--- config.mk ---
export PLATFORM = sky130hd
export DESIGN_NAME = fta_bridge_downsize_flat
export DESIGN_NICKNAME = d
export VERILOG_FILES = /design/src/rtl/fta_bridge_downsize_pkg.sv /design/src/rtl/fta_bridge_downsize_if.sv /design/src/rtl/fta_bridge_downsize_lane_picker.sv /design/src/rtl/fta_bridge_downsize.sv /design/src/flat_wrapper.sv
export SDC_FILE = /design/constraint.sdc
export NUM_CORES = 2
export LEC_CHECK = 0
export ABC_AREA = 1
export BUFFER_PORTS_ARGS = -buffer_cell sky130_fd_sc_hd__buf_4
export CAP_MARGIN = 0
export CORE_AREA = 4 4 388 390
export CTS_CLUSTER_DIAMETER = 50
export CTS_CLUSTER_SIZE = 16
export DETAILED_ROUTE_END_ITERATION = 8
export DIE_AREA = 0 0 392 394
export GPL_TIMING_DRIVEN = 0
export MAX_ROUTING_LAYER = met4
export PLACE_DENSITY = 0.54
export RECOVER_POWER = 50
export SLEW_MARGIN = 5
export SYNTH_ARGS = -nofsm -noshare
export SYNTH_HDL_FRONTEND = slang
export SYNTH_SLANG_ARGS = --single-unit
--- constraint.sdc ---
create_clock -name clk_i -period 1.5 [get_ports clk_i]
set_input_delay 0.075 -clock clk_i [delete_from_list [all_inputs] [get_ports clk_i]]
set_output_delay 0.075 -clock clk_i [all_outputs]
set_load 0.01 [all_outputs]
--- src/rtl/fta_bridge_downsize_pkg.sv ---
// Shared FTA bus types, sizes and helpers for the width-reducing bridge.
// Payload structs are sized for the widest supported port pair (256-bit wide, 64-bit narrow).
package fta_bridge_downsize_pkg;

  localparam int unsigned FTA_WIDE_MAX   = 256;
  localparam int unsigned FTA_NARROW_MAX = 64;
  localparam int unsigned FTA_WSEL       = FTA_WIDE_MAX / 8;
  localparam int unsigned FTA_NSEL       = FTA_NARROW_MAX / 8;
  localparam int unsigned FTA_ADR_W      = 32;
  localparam int unsigned FTA_TID_W      = 8;
  localparam int unsigned FTA_MAX_LANES  = 8;

  // Transfer size as log2 of the byte count
  typedef enum logic [2:0] {
    SZ_BYTE  = 3'd0,
    SZ_WYDE  = 3'd1,
    SZ_TETRA = 3'd2,
    SZ_OCTA  = 3'd3,
    SZ_HEXI  = 3'd4,
    SZ_32B   = 3'd5,
    SZ_64B   = 3'd6,
    SZ_128B  = 3'd7
  } fta_size_t;

  typedef enum logic [1:0] {
    IDLE  = 2'd0,
    ISSUE = 2'd1,
    WAIT  = 2'd2,
    RESP  = 2'd3
  } downsize_state_t;

  typedef struct packed {
    logic [4:0]              cmd;
    logic [FTA_TID_W-1:0]    tid;
    logic                    cyc;
    logic                    stb;
    logic                    we;
    fta_size_t               sz;
    logic [15:0]             asid;
    logic [7:0]              pl;
    logic [3:0]              pri;
    logic [3:0]              cache;
    logic                    csr;
    logic [FTA_ADR_W-1:0]    vadr;
    logic [FTA_ADR_W-1:0]    padr;
    logic [FTA_WSEL-1:0]     sel;
    logic [FTA_WIDE_MAX-1:0] data1;
  } fta_cmd_request128_t;

  typedef struct packed {
    logic [FTA_TID_W-1:0]    tid;
    logic                    ack;
    logic                    err;
    logic                    rty;
    logic                    stall;
    logic [3:0]              pri;
    logic [FTA_ADR_W-1:0]    adr;
    logic [FTA_WIDE_MAX-1:0] dat;
  } fta_cmd_response128_t;

  typedef struct packed {
    logic [4:0]                cmd;
    logic [FTA_TID_W-1:0]      tid;
    logic                      cyc;
    logic                      stb;
    logic                      we;
    fta_size_t                 sz;
    logic [15:0]               asid;
    logic [7:0]                pl;
    logic [3:0]                pri;
    logic [3:0]                cache;
    logic                      csr;
    logic [FTA_ADR_W-1:0]      vadr;
    logic [FTA_ADR_W-1:0]      padr;
    logic [FTA_NSEL-1:0]       sel;
    logic [FTA_NARROW_MAX-1:0] dat;
  } fta_cmd_request64_t;

  typedef struct packed {
    logic [FTA_TID_W-1:0]      tid;
    logic                      ack;
    logic                      err;
    logic                      rty;
    logic                      stall;
    logic [3:0]                pri;
    logic [FTA_ADR_W-1:0]      adr;
    logic [FTA_NARROW_MAX-1:0] dat;
  } fta_cmd_response64_t;

  // Limit a transfer size to what the narrow port can carry in one beat
  function automatic fta_size_t fta_size_clamp(input fta_size_t sz, input int unsigned max_log2);
    if (32'(sz) > max_log2) return fta_size_t'(3'(max_log2));
    return sz;
  endfunction

endpackage

--- src/rtl/fta_bridge_downsize_if.sv ---
// Wide master-side and narrow slave-side FTA buses of one downsizing bridge.
interface fta_bridge_downsize_if;
  import fta_bridge_downsize_pkg::*;

  fta_cmd_request128_t  req_i;
  fta_cmd_response128_t resp_o;
  fta_cmd_request64_t   req_o;
  fta_cmd_response64_t  resp_i;

  // slave: the bridge itself; master: the surrounding environment
  modport slave  (input req_i, input resp_i, output resp_o, output req_o);
  modport master (output req_i, output resp_i, input resp_o, input req_o);
endinterface

--- src/rtl/fta_bridge_downsize_lane_picker.sv ---
// Priority encoder: lowest set lane of a mask, plus a flag when the mask is empty.
module fta_lane_picker #(
  parameter int unsigned NLANES = 2
) (
  input  logic [NLANES-1:0]         mask,
  output logic [$clog2(NLANES)-1:0] lane_c,
  output logic                      none_c
);
  localparam int unsigned LW = $clog2(NLANES);

  always_comb begin
    lane_c = '0;
    none_c = 1'b1;
    for (int unsigned k = 0; k < NLANES; k++) begin
      if (mask[k] && none_c) begin
        lane_c = LW'(k);
        none_c = 1'b0;
      end
    end
  end
endmodule

--- src/rtl/fta_bridge_downsize.sv ---
// Splits each wide FTA request into per-lane narrow beats and returns one
// reassembled wide response. Outputs are registered from the next-state logic.
module fta_bridge_downsize
  import fta_bridge_downsize_pkg::*;
#(
  parameter int unsigned WID_IN  = 128,
  parameter int unsigned WID_OUT = 64
) (
  input  logic                  rst_i,
  input  logic                  clk_i,
  fta_bridge_downsize_if.slave  bus,
  output logic                  busy_o
);
  localparam int unsigned NLANES = WID_IN / WID_OUT;
  localparam int unsigned NB     = WID_OUT / 8;
  localparam int unsigned LW     = $clog2(NLANES);
  localparam int unsigned AOUT   = $clog2(WID_OUT / 8);

  downsize_state_t      state, state_d;
  fta_cmd_request128_t  lat, lat_d;
  logic [NLANES-1:0]    mask, mask_d, in_mask, pick_mask;
  logic [LW-1:0]        lane, lane_d, pick_lane;
  logic                 pick_none;
  logic [WID_IN-1:0]    rdbuf, rdbuf_d;
  fta_cmd_request64_t   req_q, req_d;
  fta_cmd_response128_t resp_q, resp_d;
  logic                 busy_q;
  logic                 unused;

  // Keep the wide line base, substitute the lane index for the narrow word offset
  function automatic logic [FTA_ADR_W-1:0] lane_adr(input logic [FTA_ADR_W-1:0] a,
                                                    input logic [LW-1:0] ln);
    return (a & ~FTA_ADR_W'(WID_IN / 8 - 1)) | (FTA_ADR_W'(ln) << AOUT);
  endfunction

  function automatic fta_cmd_request64_t beat(input fta_cmd_request128_t r, input logic [LW-1:0] ln);
    fta_cmd_request64_t o;
    o       = '0;
    o.cmd   = r.cmd;
    o.tid   = r.tid;
    o.cyc   = 1'b1;
    o.stb   = 1'b1;
    o.we    = r.we;
    o.sz    = fta_size_clamp(r.sz, AOUT);
    o.asid  = r.asid;
    o.pl    = r.pl;
    o.pri   = r.pri;
    o.cache = r.cache;
    o.csr   = r.csr;
    o.vadr  = lane_adr(r.vadr, ln);
    o.padr  = lane_adr(r.padr, ln);
    o.sel   = FTA_NSEL'(r.sel[ln*NB +: NB]);
    o.dat   = FTA_NARROW_MAX'(r.data1[ln*WID_OUT +: WID_OUT]);
    return o;
  endfunction

  function automatic fta_cmd_response128_t wide_resp(input fta_cmd_request128_t r,
                                                     input logic [WID_IN-1:0] d);
    fta_cmd_response128_t o;
    o     = '0;
    o.tid = r.tid;
    o.pri = r.pri;
    o.adr = r.padr;
    o.dat = FTA_WIDE_MAX'(d);
    return o;
  endfunction

  // One lane is active when any of its byte selects is set
  always_comb begin
    in_mask = '0;
    for (int unsigned k = 0; k < NLANES; k++) in_mask[k] = |bus.req_i.sel[k*NB +: NB];
  end

  // In IDLE pick from the incoming request, otherwise from the mask minus the finished lane
  assign pick_mask = (state == IDLE) ? in_mask : (mask & ~(NLANES'(1) << lane));

  fta_lane_picker #(.NLANES(NLANES)) u_pick (
    .mask   (pick_mask),
    .lane_c (pick_lane),
    .none_c (pick_none)
  );

  always_comb begin
    state_d = state;
    lat_d   = lat;
    mask_d  = mask;
    lane_d  = lane;
    rdbuf_d = rdbuf;
    req_d   = req_q;
    resp_d  = '0;
    unique case (state)
      IDLE: begin
        req_d = '0;
        if (bus.req_i.cyc && bus.req_i.stb) begin
          lat_d   = bus.req_i;
          rdbuf_d = '0;
          mask_d  = in_mask;
          if (pick_none) begin
            state_d    = RESP;
            resp_d     = wide_resp(bus.req_i, '0);
            resp_d.ack = 1'b1;
          end else begin
            lane_d  = pick_lane;
            state_d = ISSUE;
            req_d   = beat(bus.req_i, pick_lane);
          end
        end
      end
      ISSUE: begin
        if (!bus.resp_i.stall) begin
          req_d.stb = 1'b0;
          state_d   = WAIT;
        end
      end
      WAIT: begin
        // err beats rty beats ack when several arrive together
        if (bus.resp_i.tid == lat.tid) begin
          if (bus.resp_i.err || bus.resp_i.rty) begin
            state_d    = RESP;
            req_d      = '0;
            resp_d     = wide_resp(lat, rdbuf);
            resp_d.err = bus.resp_i.err;
            resp_d.rty = !bus.resp_i.err;
          end else if (bus.resp_i.ack) begin
            rdbuf_d[lane*WID_OUT +: WID_OUT] = bus.resp_i.dat[WID_OUT-1:0];
            mask_d = pick_mask;
            if (pick_none) begin
              state_d    = RESP;
              req_d      = '0;
              resp_d     = wide_resp(lat, rdbuf_d);
              resp_d.ack = 1'b1;
            end else begin
              lane_d  = pick_lane;
              state_d = ISSUE;
              req_d   = beat(lat, pick_lane);
            end
          end
        end
      end
      RESP: begin
        state_d = IDLE;
        req_d   = '0;
      end
      default: state_d = IDLE;
    endcase
    resp_d.stall = (state_d != IDLE);
  end

  always_ff @(posedge clk_i) begin
    if (rst_i) begin
      state  <= IDLE;
      lat    <= '0;
      mask   <= '0;
      lane   <= '0;
      rdbuf  <= '0;
      req_q  <= '0;
      resp_q <= '0;
      busy_q <= 1'b0;
    end else begin
      state  <= state_d;
      lat    <= lat_d;
      mask   <= mask_d;
      lane   <= lane_d;
      rdbuf  <= rdbuf_d;
      req_q  <= req_d;
      resp_q <= resp_d;
      busy_q <= (state_d != IDLE);
    end
  end

  assign bus.req_o  = req_q;
  assign bus.resp_o = resp_q;
  assign busy_o     = busy_q;

  // Fields the bridge never consumes in a given configuration
  assign unused = ^{lat, bus.req_i, bus.resp_i};

endmodule

--- src/flat_wrapper.sv ---
// flat-port wrapper written by rule: the top's interface ports become plain ports
module fta_bridge_downsize_flat import fta_bridge_downsize_pkg::*;
#(
  parameter int unsigned WID_IN  = 128,
  parameter int unsigned WID_OUT = 64
)
  (rst_i, clk_i, busy_o, bus_req_i, bus_resp_i, bus_resp_o, bus_req_o);
  fta_bridge_downsize_if bus_i ();
  input  logic rst_i;
  input  logic clk_i;
  output logic busy_o;
  input wire logic [$bits(bus_i.req_i)-1:0] bus_req_i;
  input wire logic [$bits(bus_i.resp_i)-1:0] bus_resp_i;
  output wire logic [$bits(bus_i.resp_o)-1:0] bus_resp_o;
  output wire logic [$bits(bus_i.req_o)-1:0] bus_req_o;
  assign bus_i.req_i = bus_req_i;
  assign bus_i.resp_i = bus_resp_i;
  assign bus_resp_o = bus_i.resp_o;
  assign bus_req_o = bus_i.req_o;
  fta_bridge_downsize #(.WID_IN(WID_IN), .WID_OUT(WID_OUT)) u_core (.rst_i(rst_i), .clk_i(clk_i), .bus(bus_i), .busy_o(busy_o));
endmodule
; ---- After elaboration in Yosys (flattened, before gate mapping)
; Index checks and enable logic that the tools add are counted.
[word_totals]
word_cells = 139
output_inout_bits = 493
input_bits = 518
register_bits = 1027
[op_classes]
shifts = 7
muxes = 59
reduce_logical = 14
magnitude_cmp = 2
n_bitwise = 6
eq_ne = 10
add_sub_neg = 1
[ops]
columns = operator, n
row1 = 304-bit 2-to-1 mux, 6
row2 = 188-bit 2-to-1 mux, 6
row3 = 304-bit case mux with 2 select lines, 1
row4 = 173-bit case mux with 3 select lines, 1
row5 = 128-bit 2-to-1 mux, 4
row6 = 256-bit by 8-bit indexed part select with 64-bit output, 2
row7 = 128-bit case mux with 2 select lines, 1
row8 = 128-bit bitwise mux, 1
row9 = 32-bit by 4-bit bitwise OR with 32-bit output, 4
row10 = 64-bit by 34-bit variable shift with 128-bit output (first input constant), 1
row11 = 64-bit by 34-bit indexed part select with 128-bit output, 1
row12 = 32-bit by 5-bit indexed part select with 8-bit output, 2
row13 = 14-bit case mux with 3 select lines, 1
row14 = 7-bit negation with 34-bit output, 1
row15 = 2-bit 2-to-1 mux, 11
row16 = 1-bit 2-to-1 mux, 19
row17 = 8-bit OR reduction, 2
row18 = 3-bit 2-to-1 mux, 4
row19 = 8-bit == test, 1
row20 = 2-bit inequality test (second input constant), 4
row21 = 2-bit case mux with 4 select lines, 1
row22 = 3-bit by 2-bit greater-than comparator with 1-bit output (second input constant), 2
row23 = 3-bit AND reduction, 2
row24 = 5-bit AND reduction, 1
row25 = other kinds (17), 20

; ---- Depth between registers and ports, before layout
[logic_depth]
ltp_word = 18
depth_mapped = 14
mapped_depth_nobuf = 12

; ---- Hierarchy
; A second synthesis with hierarchy kept.
[unflattened]
hier_cells = 4553
hier_area_um2 = 32001.9
[modules_own_cells]
columns = mod, n_inst, area_per_inst_um2, cells_each, seq_area_each_um2
row1 = fta_bridge_downsize, 1, 31988.2, 4550, 14894.3
row2 = fta_lane_picker, 1, 13.8, 3, 0.0

; ---- Least setup slack after synthesis
; OpenSTA, ideal clock, no wires.
[synth_timing]
kind = reg2reg
from = register u_core.state[0]
to = register u_core.rdbuf[67]
synth_period_minus_slack_ps = 1634
setup_ps = 132
arrival_time_ps = 1501
n_path_buf = 2
setup_slack_ps = -134
t_required_ps = 1368
stages_incl_launch_ff = 10
cell_sequence = dfxtp_1 -> inv_1 -> nand2_2 -> nor2_1 -> a211oi_2 -> nand2_1 -> buf_2 -> buf_1 -> nand2_1 -> a21oi_1
[synth_between]
elab_chain_cells = 3
word_cells_on_any_way = 9
classes_between = 5 x eq/ne / 1 x mux / 3 x reduce/logical
[synth_lines]
columns = element, line_no
row1 = from (decl), fta_bridge_downsize.sv:19  ; downsize_state_t state, state_d;
row2 = from (signal assigned), fta_bridge_downsize.sv:160  ; state <= state_d;
row3 = 2-bit == test or 2-bit zero test (tied branches), fta_bridge_downsize.sv:91  ; unique case (state)
row4 = 2-bit inequality test (no source line) (tied with other cells), n/a
row5 = 5-bit AND reduction (no source line), n/a
row6 = to (signal assigned), fta_bridge_downsize.sv:164  ; rdbuf <= rdbuf_d;
row7 = to (decl), fta_bridge_downsize.sv:24  ; logic [WID_IN-1:0] rdbuf, rdbuf_d;
; Parallel ways exist; a longest one is shown, timed or not.
; A chain may end at the register's enable or synchronous reset.

; ---- Worst setup path after layout
[layout_timing]
from = register u_core.state[0]
to = register u_core.resp_q (netlist bit u_core.bus.resp_o[52])
[layout_between]
elab_chain_cells = 10
word_cells_on_any_way = 11
classes_between = 1 x eq/ne / 8 x mux / 2 x reduce/logical
[layout_lines]
columns = element, line_no
row1 = 2-bit zero test, "fta_bridge_downsize.sv:75, fta_bridge_downsize.sv:91"
row2 = 2-bit 2-to-1 mux, fta_bridge_downsize.sv:75  ; assign pick_mask = (state == IDLE) ? in_mask : (mask & ~(NLANES'(1) << lane));
row3 = 1-bit 2-to-1 mux, fta_bridge_downsize_lane_picker.sv:15  ; if (mask[k] && none_c) begin
row4 = 1-bit logical AND, fta_bridge_downsize_lane_picker.sv:15
row5 = 1-bit 2-to-1 mux, fta_bridge_downsize_lane_picker.sv:15
row6 = 304-bit 2-to-1 mux, fta_bridge_downsize.sv:127  ; if (pick_none) begin
row7 = 304-bit 2-to-1 mux, fta_bridge_downsize.sv:124  ; end else if (bus.resp_i.ack) begin
row8 = 304-bit 2-to-1 mux, fta_bridge_downsize.sv:118  ; if (bus.resp_i.err || bus.resp_i.rty) begin
row9 = 304-bit 2-to-1 mux, fta_bridge_downsize.sv:117  ; if (bus.resp_i.tid == lat.tid) begin
row10 = 304-bit case mux with 2 select lines (*), fta_bridge_downsize.sv:91
row11 = to (signal assigned), fta_bridge_downsize.sv:166  ; resp_q <= resp_d;
row12 = to (decl), fta_bridge_downsize.sv:26  ; fta_cmd_response128_t resp_q, resp_d;
; Mark *: on every way between the ends. The rest lies on a longest branch, timed or not.

==> qor.txt <==
crit path to: u_core.bus.resp_o[52]
DP Worst Slack: -2.295 ns
max-slew violation count: 0
worst flop-to-flop path endpoint: u_core.bus.resp_o[52]
worst vdd ir: 0.001041 V
endpoints failing setup: 747
routability cong.: 0.9163
Pleak: 24.77 nW
Die ar.: 0.1544 sq mm
CP endpoint kind: register
DR vias: 39330
crit path kind: register to register
worst-skew pair later-pin latency: 0.74 ns
Required @ worst endpoint: 2.15 ns
number of synthesized flops with an enable pin: 0
initial antenna violation count: 45
clock-pin slew on the worst setup and hold paths: 0.06 ns
final WL: 179500 microns
area of the multi-input gates: 0.01782 sq mm
final hold viol count: 0
CTS H-tree lvls: 3
Synth top cells by count: 1622 x nand2_1, 744 x dfxtp_1, 741 x nor2_1, 471 x nand3_1, 379 x a21oi_1
cell taking the most area after synthesis: dfxtp_1
root buf cell: clkbuf_16
Highest Signal Layer: met4
Cell Area, Synth: 0.03382 sq mm
critical-path cell list: nor2_4 > buf_12 > buf_4 > o21ai_4 > buf_12 > nand3_4 > nor2_4 > buf_6 > buf_12 > buf_8 > nand2_2 > a21oi_4
RSZ-0062 raised after global routing: true
skew final: 0.06436 ns
Area after DPL: 0.04208 sq mm
post-route design area: 0.05535 sq mm
via/cell ratio: 4.559
Synth area leaders: dfxtp_1 44%, nand2_1 18%, nor2_1 8.2%
CTS tree: done
clock sink count: 744
Seq. cell area: 0.01492 sq mm
total power: 0.07583 W
Metal-1 WL: 77510 microns
Async SR Flop Fraction: 0
min cycle time layout: 2.030 ns
dpl hpwl: 129900 microns
Area growth, synth to finish: 63.65%
worst r2r src: u_core.state[0]
WL/cell: 20.81 microns
DRT iter0 DRCs: 3239
Cells after Synth: 5163
final net count: 7072
die height: 394 microns
Slew @ Worst Pin: 1.341 ns
antenna viol nets, final: 0
Top FF cell, synth: dfxtp_1
Worst Setup Slack, final: -0.5295 ns
Worst path slowest cell: dfxtp_2
Highest Clock Rate: 492.7 MHz
status: complete, but fails checks
max_slew headroom: 0.1063
crit path launch: u_core.state[0]
depth of the most critical reg-to-reg path: 12
Pre-antenna DRT Iters: 6
IO Port Bufs: 692
register area share after synthesis: 0.4404
Layout fillers: 15480
DRC: 0
overall fraction of global-route tracks in use: 0.2235
Avg Cell Area, Syn: 6.551 sq um
die width: 392 microns
core area: 0.1471 sq mm
gr ovfl total: 0
cell with the most instances after synthesis: nand2_1
failing checks: setup timing
largest net degree at the start of global routing: 17
CTS Buf Count: 111
CP Max Fanout: 6
Hold Path Class: input pin to register
num rows: 141
Met3 Routed Length: 15520 microns
Critical Path Start Type: register
PwrDens: 1370 mW/mm^2
first-pass GRT wire length: 251400 microns
most frequent CP cell: buf_12
crit-path max cell delay: 0.36 ns
Ys Warns: 0
met2 wire length: 80000 microns
Tcrit/Tclk final: 1.353
distinct cell type count after synthesis: 26
starting density of the core: 0.2299
layout cell share with drive strength beyond 1: 0.2656
CTS Buffer Depth: 3
vias in the first global route: 37330
Worst R2R Setup Slack: -0.53 ns
worst endpoint data arrival time: 2.68 ns
Synth top area share: 0.4404
I/O pin count: 1011
max-cap viol count: 0
Synth Register Bits: 744
how the worst min path moves through the flow:
stage | startpoint | to | slack (ns) | cells past startpoint
after floorplan | bus_resp_i[101] | u_core.bus.resp_o[293] | 0.20 | 2
after global placement | bus_req_i[4] | u_core.lat[4] | 0.31 | 3
after detailed placement | bus_req_i[384] | u_core.lat[384] | 0.32 | 3
after CTS | bus_resp_i[102] | u_core.lane | -0.02 | 6
after global routing | bus_resp_i[102] | u_core.bus.resp_o[291] | 0.07 | 5
final | bus_resp_i[102] | u_core.bus.resp_o[287] | 0.06 | 5
metrics by stage:
step	cells	utilization	TNS [ns]	hold slack, ns
final	8626	0.3762	-281.75	0.06158
after global routing	8620	0.3761	-353.75	0.06516
after CTS	8531	0.3605	-305.87	-0.01999
after detailed placement	7918	0.2860	-940.28	0.3154
after global placement	7918	0.2860	-1015.42	0.3083
after floorplan	5296	-	-3.561	0.2008
placed cells by master (no fill, tap or decap), drive strengths merged, types with 14 or more instances in the layout:
cell type / instances
nor2: 745
conb: 134
a21oi: 379
nand3: 472
o21ai: 350
nand2: 1627
dfxtp: 744
dlygate4sd3: 322
clkbuf: 584
buf: 870
diode: 44
inv: 361
clkinv: 30
bufinv: 14
registers in the layout (all words and copies together), names as in the netlist:
name	flops
u_core.state	2
u_core.bus.resp_o	176
u_core.lane	1
u_core.lat	254
u_core.rdbuf	128
u_core.mask	2
u_core.bus.req_o	181
power breakdown:
part | internal, W | leakage [nW] | switching (W)
clock | 0.0168 | 1.99 | 0.0119
sequential | 0.0216 | 6.07 | 0.00121
combinational | 0.0100 | 16.7 | 0.0142
total | 0.0485 | 24.8 | 0.0273
critical path, delay by kind of cell (launching register included):
kind / cells / cell delay, ns
AO/OA/AOI/OAI: 2 / 0.29
buffers and inverters: 6 / 0.90
flip-flops: 1 / 0.36
AND/OR/NAND/NOR: 4 / 0.37
cell type report:
cell class,count,share of cell area
Sequential cell,744,0.2695
Antenna cell,44,0.001989
Inverter,320,0.02242
Multi-Input combinational cell,3721,0.3220
Clock buffer,120,0.05118
Timing Repair Buffer,1147,0.1831
Tap cell,1930,0.04363
Clock inverter,91,0.02313
Buffer,509,0.08312
metal layers:
layer  track usage  up-vias
met2        0.3469     1566
met3       0.06211      331
met4       0.06840        0
li1              -    18870
met5             -        -
met1        0.2820    18560
repair_timing:
| item | CTS | global route |
|---|---|---|
| resized for setup | 705 | 521 |
| gates cloned | 33 | 41 |
| endpoints found under the setup margin | 752 | 751 |
| hold endpoints to repair | 741 | 0 |
| buffers inserted | 47 | 20 |
| hold buffers | 322 | 0 |
| pin swaps | 74 | 168 |
cells by family (layout without fill, tap and decap cells):
logic type                after synthesis  in the layout  share of synthesized area
and+or+nand+nor                      2846           2848                     0.3345
buffers and inverters                 833           2187                     0.1146
DFF                                   744            744                     0.4404
AOI/OAI and AO/OA                     735            735                     0.1093
xor gates and xnor gates                4              4                   0.001036
other                                   1            178                  0.0001109
Note: power is estimated with default switching activity, not from simulation.
